===== src/rtl/pwm_pkg.sv =====
// Shared types and defaults for the PWM timebase and configuration sequencer.
package pwm_pkg;

    localparam int unsigned CNT_W_DEF   = 16;
    localparam int unsigned PRESC_W_DEF = 8;
    localparam int unsigned FUNC_W_DEF  = 8;

    // Bit positions inside the functions field, interpreted by the PWM generator.
    localparam int unsigned FUNC_ALIGN_RIGHT = 0;
    localparam int unsigned FUNC_UNALIGNED   = 1;

    typedef enum logic [1:0] {
        StIdle     = 2'd0,
        StRun      = 2'd1,
        StStopping = 2'd2
    } state_t;

endpackage


===== src/rtl/pwm_prescaler.sv =====
// Clock divider producing one tick every (presc + 1) cycles while the timer runs.
module pwm_prescaler
    import pwm_pkg::*;
#(
    parameter int unsigned PRESC_W = PRESC_W_DEF
) (
    input  logic               i_clk,
    input  logic               i_rst,
    input  logic               i_clear,
    input  logic               i_run,
    input  logic [PRESC_W-1:0] i_presc,
    output logic               o_tick
);

    logic [PRESC_W-1:0] r_cnt;

    // A presc value lowered below the running count also ticks, forcing an immediate wrap.
    assign o_tick = i_run && (r_cnt >= i_presc);

    // Division counter; held at zero whenever the timer is idle or being cleared.
    always_ff @(posedge i_clk) begin
        if (i_rst) begin
            r_cnt <= '0;
        end else if (!i_run || i_clear || o_tick) begin
            r_cnt <= '0;
        end else begin
            r_cnt <= r_cnt + 1'b1;
        end
    end

endmodule


===== src/rtl/pwm_timer_ctrl.sv =====
// PWM timebase: run/stop/one-shot sequencing, counter ramp and double-buffered configuration.
module pwm_timer_ctrl
    import pwm_pkg::*;
#(
    parameter int unsigned CNT_W   = CNT_W_DEF,
    parameter int unsigned PRESC_W = PRESC_W_DEF,
    parameter int unsigned FUNC_W  = FUNC_W_DEF
) (
    input  logic               i_clk,
    input  logic               i_rst,
    input  logic               i_en,
    input  logic               i_oneshot,
    input  logic [PRESC_W-1:0] i_presc,
    input  logic               i_cfg_wr,
    input  logic [CNT_W-1:0]   i_period_sh,
    input  logic [CNT_W-1:0]   i_compare1_sh,
    input  logic [CNT_W-1:0]   i_compare2_sh,
    input  logic [FUNC_W-1:0]  i_functions_sh,
    input  logic               i_cnt_clr,
    output logic [CNT_W-1:0]   o_count_val,
    output logic [CNT_W-1:0]   o_period,
    output logic [CNT_W-1:0]   o_compare1,
    output logic [CNT_W-1:0]   o_compare2,
    output logic [FUNC_W-1:0]  o_functions,
    output logic               o_pwm_en,
    output logic               o_upd_evt,
    output logic               o_ovf_irq,
    output logic               o_pending,
    output logic               o_done
);

    state_t r_state, w_state_nxt;

    logic [CNT_W-1:0]  r_count;
    logic [CNT_W-1:0]  r_period, r_cmp1, r_cmp2;
    logic [FUNC_W-1:0] r_func;
    logic [CNT_W-1:0]  r_stg_period, r_stg_cmp1, r_stg_cmp2;
    logic [FUNC_W-1:0] r_stg_func;
    logic              r_pending;
    logic              r_oneshot;
    logic              r_block;   // one-shot finished; wait for en to fall before restarting
    logic              r_pwm_en, r_upd_evt, r_ovf_irq, r_done;

    logic w_running, w_tick, w_clr, w_wrap, w_done, w_start;

    assign w_running = (r_state != StIdle);
    assign w_clr     = w_running && i_cnt_clr;
    // A clear outranks the wrap: no overflow, no config transfer, no wrap-driven transition.
    assign w_wrap    = w_tick && !w_clr && (r_count == r_period);
    assign w_done    = w_wrap && r_oneshot;
    assign w_start   = (r_state == StIdle) && i_en && !r_block;

    pwm_prescaler #(
        .PRESC_W (PRESC_W)
    ) u_prescaler (
        .i_clk   (i_clk),
        .i_rst   (i_rst),
        .i_clear (w_clr),
        .i_run   (w_running),
        .i_presc (i_presc),
        .o_tick  (w_tick)
    );

    // Next-state decode: one-shot completion first, then en level, then graceful-stop wrap.
    always_comb begin
        w_state_nxt = r_state;
        unique case (r_state)
            StIdle: begin
                if (w_start) w_state_nxt = StRun;
            end
            StRun: begin
                if (w_done)     w_state_nxt = StIdle;
                else if (!i_en) w_state_nxt = StStopping;
            end
            StStopping: begin
                if (w_done)      w_state_nxt = StIdle;
                else if (i_en)   w_state_nxt = StRun;
                else if (w_wrap) w_state_nxt = StIdle;
            end
            default: w_state_nxt = StIdle;
        endcase
    end

    // State register plus the run-control flags and status pulses derived from it.
    always_ff @(posedge i_clk) begin
        if (i_rst) begin
            r_state   <= StIdle;
            r_pwm_en  <= 1'b0;
            r_done    <= 1'b0;
            r_oneshot <= 1'b0;
            r_block   <= 1'b0;
        end else begin
            r_state  <= w_state_nxt;
            r_pwm_en <= (w_state_nxt != StIdle);
            r_done   <= w_done;
            if (w_start) r_oneshot <= i_oneshot;
            if (w_done)     r_block <= 1'b1;
            else if (!i_en) r_block <= 1'b0;
        end
    end

    // Counter ramp: zero when idle, cleared, wrapping or leaving the run; else step on tick.
    always_ff @(posedge i_clk) begin
        if (i_rst) begin
            r_count   <= '0;
            r_ovf_irq <= 1'b0;
        end else begin
            r_ovf_irq <= w_wrap;
            if (!w_running || w_clr || w_wrap || (w_state_nxt == StIdle)) begin
                r_count <= '0;
            end else if (w_tick) begin
                r_count <= r_count + 1'b1;
            end
        end
    end

    // Double-buffered configuration: direct load when idle or on a wrap, otherwise stage.
    always_ff @(posedge i_clk) begin
        if (i_rst) begin
            r_period     <= '0;
            r_cmp1       <= '0;
            r_cmp2       <= '0;
            r_func       <= '0;
            r_stg_period <= '0;
            r_stg_cmp1   <= '0;
            r_stg_cmp2   <= '0;
            r_stg_func   <= '0;
            r_pending    <= 1'b0;
            r_upd_evt    <= 1'b0;
        end else begin
            r_upd_evt <= 1'b0;
            if (i_cfg_wr && (!w_running || w_wrap)) begin
                r_period  <= i_period_sh;
                r_cmp1    <= i_compare1_sh;
                r_cmp2    <= i_compare2_sh;
                r_func    <= i_functions_sh;
                r_pending <= 1'b0;
                r_upd_evt <= 1'b1;
            end else if (i_cfg_wr) begin
                r_stg_period <= i_period_sh;
                r_stg_cmp1   <= i_compare1_sh;
                r_stg_cmp2   <= i_compare2_sh;
                r_stg_func   <= i_functions_sh;
                r_pending    <= 1'b1;
            end else if (w_wrap && r_pending) begin
                r_period  <= r_stg_period;
                r_cmp1    <= r_stg_cmp1;
                r_cmp2    <= r_stg_cmp2;
                r_func    <= r_stg_func;
                r_pending <= 1'b0;
                r_upd_evt <= 1'b1;
            end
        end
    end

    assign o_count_val = r_count;
    assign o_period    = r_period;
    assign o_compare1  = r_cmp1;
    assign o_compare2  = r_cmp2;
    assign o_functions = r_func;
    assign o_pwm_en    = r_pwm_en;
    assign o_upd_evt   = r_upd_evt;
    assign o_ovf_irq   = r_ovf_irq;
    assign o_pending   = r_pending;
    assign o_done      = r_done;

endmodule


===== config.mk =====
export PLATFORM = sky130hd
export DESIGN_NAME = pwm_timer_ctrl
export DESIGN_NICKNAME = d
export VERILOG_FILES = /design/src/rtl/pwm_pkg.sv /design/src/rtl/pwm_prescaler.sv /design/src/rtl/pwm_timer_ctrl.sv
export SDC_FILE = /design/constraint.sdc
export NUM_CORES = 1
export LEC_CHECK = 0
export CAP_MARGIN = 5
export CORE_ASPECT_RATIO = 1.75
export CORE_MARGIN = 3
export CORE_UTILIZATION = 30
export DETAILED_ROUTE_END_ITERATION = 7
export GPL_ROUTABILITY_DRIVEN = 0
export PLACE_DENSITY = 0.49
export SYNTH_ARGS = -nofsm -noshare
export SYNTH_HDL_FRONTEND = slang
export SYNTH_HIERARCHICAL = 1
export SYNTH_SLANG_ARGS = --single-unit

===== constraint.sdc =====
create_clock -name i_clk -period 4.42 [get_ports i_clk]
set_input_delay 0.663 -clock i_clk [delete_from_list [all_inputs] [get_ports i_clk]]
set_output_delay 0.663 -clock i_clk [all_outputs]
set_load 0.01 [all_outputs]

; ---- Yosys cells after proc, flatten, opt, wreduce, memory -nomap -nowiden
; Index checks and enable logic that the tools add are counted.
[classes]
eq_ne = 5
magnitude_cmp = 1
bitwise_logic = 1
mux = 26
n_reduce_logical = 28
add_sub_neg = 2
[ops]
columns = operator, n
row1 = 2-to-1 mux 16 bit, 9
row2 = 2-to-1 mux 8 bit, 3
row3 = "adder 16 x 1 -> 16 bit, second input constant", 1
row4 = equality test 16 bit, 1
row5 = 2-to-1 mux 2 bit, 6
row6 = logical AND 1 bit, 9
row7 = "adder 8 x 1 -> 8 bit, second input constant", 1
row8 = greater-or-equal comparator 8 bit, 1
row9 = nonzero test 2 bit, 4
row10 = 2-to-1 mux 1 bit, 7
row11 = case mux 2 bit (3 select lines), 1
row12 = OR reduction 2 bit, 3
row13 = logical OR 1 bit, 5
row14 = logical NOT 2 bit, 2
row15 = "inequality test 2 x 1 -> 1 bit, second input constant", 2
row16 = AND reduction 2 bit, 2
row17 = logical NOT 1 bit, 3
row18 = "equality test 2 x 1 -> 1 bit, second input constant", 1
row19 = "equality test 2 bit, second input constant", 1
row20 = inverter 1 bit, 1
[word_totals]
wordCells = 81
out_inout_bits = 77
inputBits = 70
ff_bits = 145

; ---- Logic depth before layout (Yosys ltp)
; Gate-level depths: netlist of the first run.
[logic_depth]
word_depth = 12
depth_mapped = 14
depth_no_buf = 12

; ---- Hierarchy
; The synthesis of the first run kept the hierarchy.
[by_module_without_submodules]
columns = mod, cells_per_inst, instances, seq_area_each_um2, area_each_um2
row1 = pwm_timer_ctrl, 635, 1, 2742.6, 5631.7
row2 = pwm_prescaler, 60, 1, 160.2, 531.8

; ---- Least setup slack after synthesis of the first run
; OpenSTA, ideal clock, no wires.
[synth_timing]
path_kind = input -> register
startpoint = input port i_presc[3]
endpoint = register r_count[6] (netlist: o_count_val[6])
setup_time_ns = 0.115
n_path_buf = 2
required_time_ns = 4.305
cell_stages = 13
path_slack_ns = 1.130
arrival_time_ns = 3.175
cell_sequence = inv_1 ha_1 o21a_1 a21oi_1 or3_1 a21boi_0 buf_2 o2111ai_1 nor3_4 a21oi_1 o31ai_4 buf_6 nor2_1
[synth_via]
elab_chain_len = 11
word_cells_on_any_way = 14
cone_classes = 1 x order compare / 5 x mux / 8 x reduce/logical
[synth_lines]
columns = element, line
row1 = from (decl), pwm_timer_ctrl.sv:13  ; input logic [PRESC_W-1:0] i_presc,
row2 = greater-or-equal comparator 8 bit (*), pwm_prescaler.sv:18  ; assign o_tick = i_run && (r_cnt >= i_presc);
row3 = logical AND 1 bit (*), pwm_prescaler.sv:18
row4 = net w_tick, pwm_timer_ctrl.sv:44  ; logic w_running, w_tick, w_clr, w_wrap, w_done, w_start;
row5 = logical AND 1 bit (2 in series), pwm_timer_ctrl.sv:49  ; assign w_wrap = w_tick && !w_clr && (r_count == r_period);
row6 = 2-to-1 mux 2 bit, pwm_timer_ctrl.sv:78  ; else if (w_wrap) w_state_nxt = StIdle;
row7 = 2-to-1 mux 2 bit, pwm_timer_ctrl.sv:77  ; else if (i_en) w_state_nxt = StRun;
row8 = 2-to-1 mux 2 bit, pwm_timer_ctrl.sv:76  ; if (w_done) w_state_nxt = StIdle;
row9 = case mux 2 bit (3 select lines), pwm_timer_ctrl.sv:67  ; unique case (r_state)
row10 = logical NOT 2 bit, pwm_timer_ctrl.sv:109  ; if (!w_running || w_clr || w_wrap || (w_state_nxt == StIdle)) begin
row11 = logical OR 1 bit, pwm_timer_ctrl.sv:109
row12 = OR reduction 2 bit (no line), --
row13 = to (signal assigned), pwm_timer_ctrl.sv:112  ; r_count <= r_count + 1'b1;
row14 = to (decl), pwm_timer_ctrl.sv:34  ; logic [CNT_W-1:0] r_count;
; The timed path passes the listed nets; every way through them passes the cells marked *.
; A chain may end at the register's enable or synchronous reset.

; ---- Final worst setup path of the first run
[layout_timing]
startpoint = input port i_presc[3]
endpoint = register r_stg_cmp1[12]
[layout_via]
elab_chain_len = 8
[layout_lines]
columns = element, line
row1 = greater-or-equal comparator 8 bit, pwm_prescaler.sv:18
row2 = logical AND 1 bit, pwm_prescaler.sv:18
row3 = net w_tick, pwm_timer_ctrl.sv:44
row4 = logical AND 1 bit (2 in series), pwm_timer_ctrl.sv:49
row5 = logical OR 1 bit, pwm_timer_ctrl.sv:132  ; if (i_cfg_wr && (!w_running || w_wrap)) begin
row6 = logical AND 1 bit, pwm_timer_ctrl.sv:132
row7 = inverter 1 bit (no line), --
row8 = AND reduction 2 bit (no line), --
row9 = to (signal assigned), pwm_timer_ctrl.sv:141  ; r_stg_cmp1 <= i_compare1_sh;
row10 = to (decl), pwm_timer_ctrl.sv:37  ; logic [CNT_W-1:0] r_stg_period, r_stg_cmp1, r_stg_cmp2;
; The timed path passes the listed nets, and every way through them passes these cells.

==> results of run 1 <==
## power breakdown
| group | switching [mW] | internal, mW | leakage [nW] |
|---|---|---|---|
| registers | 0.0467 | 1.38 | 1.19 |
| logic | 0.191 | 0.199 | 1.94 |
| clock network | 0.519 | 0.788 | 0.261 |
| total | 0.757 | 2.36 | 3.39 |
## layout make-up
cell class / instances / share of cell area
Multi-Input combinational cell: 487 / 0.356
Sequential cell: 145 / 0.348
Timing Repair Buffer: 154 / 0.188
Clock buffer: 22 / 0.0557
Tap cell: 245 / 0.0368
Inverter: 17 / 0.00765
Clock inverter: 7 / 0.00750
## flip-flops by register name, summed over array words and instances, names as in the netlist, 16 cells and up
register	flops
o_compare1	16
o_period	16
r_stg_period	16
o_compare2	16
o_count_val	16
r_stg_cmp2	16
r_stg_cmp1	16
## through the flow
stage | total power [mW] | utilization | hold WS [ns] | area [um^2]
3_3_place_gp | 1.84 | 0.391 | 0.441 | 7810
6_report | 3.12 | 0.417 | 0.453 | 8340
4_1_cts | 3.17 | 0.417 | 0.454 | 8340
3_5_place_dp | 1.84 | 0.391 | 0.447 | 7810
2_1_floorplan | 1.62 | - | 0.436 | 6160
5_1_grt | 3.25 | 0.417 | 0.470 | 8340
## placed cells by master (no fill, tap or decap), types with 3 or more instances in the layout
| master | n |
|---|---|
| inv_1 | 16 |
| clkbuf_16 | 17 |
| clkbuf_1 | 3 |
| a21oi_1 | 77 |
| or3_1 | 4 |
| and3_1 | 7 |
| mux2i_1 | 57 |
| dfxtp_1 | 145 |
| clkinv_2 | 5 |
| nand4_1 | 5 |
| nand2_1 | 120 |
| buf_12 | 4 |
| nand2b_1 | 4 |
| a211oi_1 | 40 |
| nand3_1 | 9 |
| ha_1 | 10 |
| xor2_1 | 21 |
| nor4_1 | 3 |
| xnor2_1 | 13 |
| o21ai_0 | 17 |
| nor2_1 | 71 |
| buf_4 | 5 |
| clkdlybuf4s50_1 | 145 |
## cell families (layout without fill, tap and decap cells)
| logic type | count (synthesis) | in the layout | synth area share |
|---|---|---|---|
| AND/OR/NAND/NOR | 232 | 232 | 0.159 |
| AO/OA/AOI/OAI | 154 | 154 | 0.160 |
| flip-flops | 145 | 145 | 0.471 |
| buffers and inverters | 63 | 200 | 0.0483 |
| multiplexers | 57 | 57 | 0.0926 |
| XOR/XNOR | 34 | 34 | 0.0483 |
| adder cells (fa/ha/maj) | 10 | 10 | 0.0203 |
## worst max path at each step
stage	startpoint	to	slack, ns	cells after the start
2_1_floorplan	i_presc[3]	o_count_val[6]	1.13	13
3_3_place_gp	i_presc[3]	r_stg_cmp2[11]	0.45	13
3_5_place_dp	i_presc[3]	r_stg_cmp1[12]	0.39	13
4_1_cts	i_presc[3]	r_stg_period[0]	0.82	13
5_1_grt	i_presc[4]	o_compare1[13]	0.55	13
6_report	i_presc[3]	r_stg_cmp1[12]	0.81	13
## worst reg2reg max path, stage by stage, from the launching register on
cell and delay, ns:
dfxtp_1 0.42, inv_1 0.08, ha_1 0.26, nand2b_1 0.11, a21oi_2 0.07, or3_1 0.37
a21boi_0 0.28, o2111ai_1 0.23, or3_1 0.42, o211a_2 0.48, buf_12 0.27, nand2_1 0.11
a21oi_1 0.06
## layer usage
layer	up-vias	global-route usage
met5	-	0
li1	2641	-
met4	0	0.0696
met1	2481	0.168
met3	32	0.0388
met2	137	0.290
==> impl_metrics.csv, run 1 <==
group,metric,value,unit
setup_path,ff2ff_setup_slack,1.11,ns
synth,postSynth.asyncResetShare,0,
detailed_routing,wl_met2,9470,um
setup_path,regToRegEndpoint,"r_stg_cmp1[12]",
place,portBuffers,146,
power,leakagePower,3.39,nW
synth,ys_ff_latch,145,
setup_path,r2r-start,"u_prescaler/r_cnt[0]",
clock_tree,numClockSinks,145,
floorplan,dieArea,22400,um^2
synth,syn_area,6160,um^2
detailed_routing,m1WireLength,6810,um
synth,yosysTopAreaCellShare,0.471,
timing,setup_viol_count_final,0,
power,power.density,374,nW/um^2
timing,period_minus_slack,3.61,ns
hold_path,min_to,"r_stg_cmp2[3]",
detailed_routing,vias,5291,
setup_path,critical-path-slowest-cell,"o211a_2",
timing,fmax,0.277,GHz
final_layout,n_antenna_cell,0,
floorplan,rows,68,
run_status,status,"finished clean",
timing,fin_setup_tns,0,ns
final_layout,layout.nets,902,
setup_path,crit_arrival,3.88,ns
detailed_routing,ant_nets,0,
floorplan,die_w,114,um
detailed_routing,drc,0,
synth,yosysMostFrequentCell,"dfxtp_1",
hold_path,worstHoldStart,"r_stg_cmp2[3]",
clock_tree,cts_setup_buffers,0,
timing,final_hold_viol_count,0,
setup_path,crit_fanout,31,
synth,synth_seq_area_share,0.471,
clock_tree,clk_latency,0.42,ns
final_layout,fill_cells,1982,
setup_path,cp_data_required_time,4.68,ns
floorplan,die_h,196,um
setup_path,r2r_cells,12,
timing,rsz0062_at_grt,"no",
final_layout,drive_above_1_share,0.0565,
floorplan,start_util,0.308,
setup_path,cpPeakStageDelay,0.48,ns
synth,avgSynthCellArea,8.87,um^2
setup_path,start_kind,"primary input",
clock_tree,htree_num_levels,4,
hold_path,hold_depth,2,
job,maxCapViolations,0,
setup_path,criticalPathCategory,"primary input to flop",
clock_tree,tritoncts,"done",
synth,synth_cell_types,48,
clock_tree,numCtsBuffers,17,
clock_tree,clkTransAtPathRegs,0.06,ns
timing,drv_slew,0,
detailed_routing,drtIter0Drc,215,
clock_tree,clock_path_buffers,2,
synth,ys_warn_count,6,
timing,relSlewSlack,0.485,
clock_tree,cts_root_buf,"clkbuf_16",
clock_tree,cts_resized,0,
floorplan,core-area,20000,um^2
synth,synth.area.top_cells,"dfxtp_1, mux2i_1, nand2_1, a21oi_1, a211oi_1",
grt,antenna_found_initial,0,
final_layout,area_growth,35.3,%
setup_path,cp_cell_sequence,"clkdlybuf4s50_1 -> inv_1 -> ha_1 -> o21a_1 -> a21oi_1 -> or3_1 -> a21boi_0 -> o2111ai_1 -> or3_1 -> o211a_2 -> buf_12 -> nand2_1 -> a21oi_1",
clock_tree,ctsHoldBuffers,0,
final_layout,regArea,2900,um^2
final_layout,multi_input_area,2970,um^2
setup_path,crit_path_end_kind,"flop",
synth,yosysTopAreaCell,"dfxtp_1",
synth,synthTopCellsByCount,"dfxtp_1, nand2_1, a21oi_1",
setup_path,cpLargestDelayFamily,"compound AO/OA/AOI/OAI gates",
timing,period_share,0.817,
place,place_ws,0.393,ns
grt,grt_pass1_wl,27900,um
timing,tightest_slew,0.772,ns
timing,clock_skew,0.00615,ns
final_layout,instances_no_fill,1077,
setup_path,cp_num_buf_inv,3,
synth,synth_enable_flop_cells,0,
detailed_routing,viasPerCell,4.91,
power,ir_drop,0.000268,V
grt,first_global_vias,5294,
hold_path,hold_path_class,"flop to flop",
grt,track_usage,0.158,
floorplan,pin_count,147,
place,dp_hpwl,12200,um
timing,setup_ws,0.809,ns
synth,synth_flop_cell,"dfxtp_1",
detailed_routing,highest_layer,"met4",
synth,syn_nets,775,
detailed_routing,wl_per_cell,16.4,um
synth,synthesis.instances,695,
place,dp.cells,1048,
grt,grt_overflow_total,0,
grt,grt_max_degree,114,
detailed_routing,dr.pass1.iters,4,
detailed_routing,dr_wl_met3,845,um
detailed_routing,drt_wl_total,17700,um
(Power assumes the default switching activity.)
==> inputs of run 2 (changes only) <==
==> constraint.sdc (replaced) <==
create_clock -name i_clk -period 3.8 [get_ports i_clk]
set_input_delay 0.57 -clock i_clk [delete_from_list [all_inputs] [get_ports i_clk]]
set_output_delay 0.57 -clock i_clk [all_outputs]
set_load 0.01 [all_outputs]
==> run 2 against run 1 <==
Against the previous run: non-clock buffer count grew 8; cell count grew 1.2%; worst setup slack lost 0.50 ns; power grew 16%; clock power grew 15%; first-iteration DRC count shrank 30%; critical path type unchanged; largest cell class unchanged; largest power group unchanged.
==> impl_metrics.csv, run 2 (synthesis gave the netlist of run 1 again) <==
group,metric,value,unit
timing,fmax,0.287,GHz
floorplan,die_h,196,um
floorplan,pin_count,147,
setup_path,criticalPathCategory,"primary input to flop",
grt,antenna_found_initial,2,
setup_path,cp_data_required_time,4.07,ns
power,ir_drop,0.000257,V
setup_path,crit_fanout,16,
setup_path,start_kind,"primary input",
final_layout,drive_above_1_share,0.0652,
run_status,status,"finished clean",
floorplan,rows,68,
final_layout,area_growth,37.2,%
clock_tree,cts_setup_buffers,0,
clock_tree,htree_num_levels,4,
floorplan,start_util,0.308,
detailed_routing,vias,5422,
clock_tree,clkTransAtPathRegs,0.06,ns
setup_path,crit_arrival,3.76,ns
timing,relSlewSlack,0.414,
timing,period_minus_slack,3.49,ns
clock_tree,tritoncts,"done",
clock_tree,clk_latency,0.42,ns
final_layout,layout.nets,910,
grt,grt_overflow_total,0,
detailed_routing,drt_wl_total,18300,um
timing,rsz0062_at_grt,"no",
clock_tree,numCtsBuffers,17,
timing,fin_setup_tns,0,ns
place,portBuffers,146,
detailed_routing,wl_per_cell,16.8,um
timing,tightest_slew,0.879,ns
detailed_routing,drtIter0Drc,150,
detailed_routing,drc,0,
power,leakagePower,3.45,nW
detailed_routing,dr.pass1.iters,6,
setup_path,critical-path-slowest-cell,"o31ai_4",
setup_path,cp_cell_sequence,"clkdlybuf4s50_1 -> inv_1 -> ha_1 -> o21a_1 -> a21oi_1 -> or3_1 -> a21boi_0 -> o2111ai_1 -> nor3_4 -> buf_12 -> a31oi_4 -> o31ai_4 -> nor2_1",
timing,setup_viol_count_final,0,
floorplan,die_w,114,um
final_layout,layout_common_cells,"clkdlybuf4s50_1, dfxtp_1, nand2_1, a21oi_1, nor2_1",
timing,final_hold_viol_count,0,
floorplan,dieArea,22400,um^2
place,placedInstanceArea,7920,um^2
power,power.density,429,nW/um^2
job,maxCapViolations,0,
grt,track_usage,0.166,
detailed_routing,viasPerCell,4.97,
grt,grt_max_degree,82,
clock_tree,cts_root_buf,"clkbuf_16",
timing,drv_slew,0,
clock_tree,numClockSinks,145,
grt,first_global_vias,5524,
timing,period_share,0.918,
place,dp_hpwl,12900,um
detailed_routing,ant_nets,0,
clock_tree,cts_resized,0,
timing,clock_skew,0.00614,ns
grt,grt_pass1_wl,29000,um
clock_tree,ctsHoldBuffers,0,
clock_tree,clock_path_buffers,2,
setup_path,cpPeakStageDelay,0.69,ns
floorplan,core-area,20000,um^2
setup_path,crit_path_end_kind,"flop",
final_layout,design_area,8460,um^2
hold_path,hold_path_class,"flop to flop",
[run 2: power breakdown]
group | switching, mW | internal [mW] | leakage, nW
Sequential | 0.0552 | 1.60 | 1.19
Clock | 0.606 | 0.900 | 0.261
Combinational | 0.226 | 0.240 | 2.00
[run 2: cell type report]
type / count / area [um^2]
tap: 245 / 307
fill: 1997 / 11500
clock buffer: 27 / 503
antenna: 2 / 5.00
inverter: 17 / 63.8
clock inverter: 5 / 27.5
multi-input combinational: 487 / 2970
sequential: 145 / 2900
timing repair buffer: 162 / 1680
[run 2: stage by stage]
step,instances,power (mW),hold WS (ns),setup slack (ns),utilization
5_1_grt,1090,3.80,0.473,0.103,0.423
4_1_cts,1088,3.69,0.454,0.321,0.423
3_3_place_gp,1056,2.15,0.441,-0.0280,0.396
6_report,1090,3.63,0.453,0.311,0.423
2_1_floorplan,695,1.89,0.436,0.603,-
3_5_place_dp,1056,2.16,0.446,-0.127,0.396
[run 2: path summary, 6_finish.rpt]
path / endpoint / start / slack, ns / depth (start not counted)
worst max-delay path: o_count_val[7] / i_presc[3] / 0.31 / 13
worst min-delay path: r_stg_cmp1[6] / r_stg_cmp1[6] / 0.45 / 2
worst max register to register: o_count_val[7] / u_prescaler/r_cnt[0] / 0.54 / 12
worst min register to register: r_stg_cmp1[6] / r_stg_cmp1[6] / 0.45 / 2
[run 2: critical path, delay by kind of cell]
kind / cells / cell delay (ns)
AO/OA/AOI/OAI: 6 / 1.50
adder cells (fa/ha/maj): 1 / 0.27
AND/OR/NAND/NOR: 3 / 0.76
buffers and inverters: 3 / 0.66
[run 2: per-layer routing]
layer  vias to the layer above  routed length [um]  track usage
li1                       2660                   -            -
met1                      2566                6890        0.174
met2                       145                9640        0.296
met3                        51                 890       0.0422
met4                         0                 926       0.0951
met5                         -                   0            0
==> inputs of run 3 (changes only) <==
--- a/config.mk
+++ b/config.mk
@@ -5,13 +5,15 @@
 export SDC_FILE = /design/constraint.sdc
 export NUM_CORES = 1
 export LEC_CHECK = 0
+export ABC_CLOCK_PERIOD_IN_PS = 3800
 export CAP_MARGIN = 5
 export CORE_ASPECT_RATIO = 1.75
 export CORE_MARGIN = 3
-export CORE_UTILIZATION = 30
+export CORE_UTILIZATION = 50
 export DETAILED_ROUTE_END_ITERATION = 7
 export GPL_ROUTABILITY_DRIVEN = 0
-export PLACE_DENSITY = 0.49
+export PLACE_DENSITY = 0.76
+export RECOVER_POWER = 100
 export SYNTH_ARGS = -nofsm -noshare
 export SYNTH_HDL_FRONTEND = slang
 export SYNTH_HIERARCHICAL = 1
==> run 3 against run 2 <==
Against the previous run: combinational power fell by 7.3%; largest cell class unchanged; die area fell by 39%; wire length fell by 11%.
==> impl_metrics.csv, run 3 (synthesis gave the netlist of run 1 again) <==
group,metric,value,unit
run_status,status,"finished clean",
floorplan,pin_count,147,
hold_path,hold_depth,2,
grt,grt_max_degree,81,
final_layout,area_growth,35.5,%
grt,grt_overflow_total,0,
timing,relSlewSlack,0.147,
timing,period_minus_slack,3.44,ns
place,portBuffers,146,
floorplan,rows,53,
detailed_routing,viasPerCell,5.43,
timing,final_hold_viol_count,0,
timing,rsz0062_at_grt,"no",
setup_path,crit_fanout,25,
hold_path,hold_path_class,"flop to flop",
timing,fmax,0.291,GHz
timing,fin_setup_tns,0,ns
setup_path,cp_data_required_time,4.09,ns
clock_tree,cts_root_buf,"clkbuf_16",
clock_tree,numCtsBuffers,17,
setup_path,criticalPathCategory,"primary input to flop",
timing,period_share,0.904,
clock_tree,clkTransAtPathRegs,0.06,ns
floorplan,start_util,0.513,
detailed_routing,ant_nets,0,
clock_tree,tritoncts,"done",
final_layout,layout_common_cells,"dfxtp_1, nand2_1, dlygate4sd3_1, a21oi_1, nor2_1",
timing,setup_viol_count_final,0,
clock_tree,clock_path_buffers,2,
power,power.density,460,nW/um^2
grt,grt_pass1_wl,26700,um
floorplan,core-area,12000,um^2
job,maxCapViolations,0,
detailed_routing,drc,0,
place,dp_hpwl,11400,um
floorplan,die_w,89.9,um
detailed_routing,wl_per_cell,16.2,um
clock_tree,cts_resized,0,
detailed_routing,drtIter0Drc,275,
detailed_routing,vias,5459,
floorplan,dieArea,13700,um^2
grt,antenna_found_initial,1,
grt,track_usage,0.238,
power,ir_drop,0.000446,V
final_layout,mostFrequentLayoutCell,"dfxtp_1",
setup_path,crit_path_end_kind,"flop",
timing,drv_slew,0,
clock_tree,cts_setup_buffers,0,
setup_path,start_kind,"primary input",
floorplan,die_h,153,um
clock_tree,numClockSinks,145,
clock_tree,ctsHoldBuffers,0,
timing,tightest_slew,1.28,ns
setup_path,r2r_cells,12,
final_layout,fin_util,0.696,
detailed_routing,dr.pass1.iters,5,
timing,clock_skew,0.00694,ns
power,leakagePower,3.63,nW
final_layout,layout.nets,905,
clock_tree,clk_latency,0.41,ns
detailed_routing,drt_wl_total,16300,um
final_layout,drive_above_1_share,0.0597,
setup_path,crit_arrival,3.73,ns
grt,first_global_vias,5512,
clock_tree,htree_num_levels,4,
[run 3: changes by cell type in the layout (fill, tap and decap cells not counted), moves of 2 or more]
cell,previous run,this run
clkdlybuf4s50_1,145,67
dlygate4sd3_1,0,78
buf_12,8,5
clkbuf_1,6,2
clkinv_2,4,1
bufinv_16,0,4
clkbuf_8,4,1
clkinv_4,0,2
clkinvlp_4,1,4
buf_4,9,5
[run 3: final cells by class]
class | instances | area [um^2]
antenna | 2 | 5.00
clock buffer | 20 | 447
clock inverter | 12 | 181
fill | 964 | 3650
inverter | 17 | 63.8
multi-input combinational | 487 | 2940
sequential | 145 | 2900
tap | 165 | 206
timing repair buffer | 157 | 1610
[run 3: final timing paths]
path,startpoint,endpoint,slack (ns)
setup / recovery,i_presc[3],o_period[5],0.36
hold / removal,r_stg_func[4],r_stg_func[4],0.45
setup reg to reg,u_prescaler/r_cnt[0],o_period[5],0.56
hold reg to reg,r_stg_func[4],r_stg_func[4],0.45
[run 3: metrics by stage]
stage               setup slack [ns]  cell area, um^2  power (mW)  instances  hold WS (ns)
finish                         0.364             8350        3.84       1005         0.454
global route                   0.102             8350        3.98       1004         0.468
CTS                            0.453             8390        3.89       1003         0.455
detailed placement            0.0383             7760        2.14        971         0.446
global placement               0.145             7760        2.12        971         0.440
floorplan                      0.603             6160        1.89        695         0.436
[run 3: critical path, cell delays in order]
cell and delay [ns]:
clkdlybuf4s50_1 0.46, inv_1 0.04, ha_1 0.27, o21a_1 0.11
a21oi_1 0.07, or3_1 0.38, a21boi_0 0.26, o2111ai_1 0.18
nor3_1 0.42, nand3_4 0.24, buf_6 0.29, mux2i_1 0.15
a211oi_1 0.27
[run 3: per-layer routing]
metal / GRT usage / up-vias / routed length [um]
met4: 0.143 / 0 / 781
li1: - / 2650 / -
met1: 0.248 / 2591 / 6140
met5: 0 / - / 0
met3: 0.0458 / 54 / 628
met2: 0.439 / 164 / 8720
[run 3: where the power goes]
group          total [mW]  switching, mW  internal [mW]  leakage, nW
sequential           1.65         0.0530           1.60         1.19
combinational       0.431          0.216          0.214         2.15
clock                1.76          0.636           1.12        0.293
total                3.84          0.906           2.93         3.63
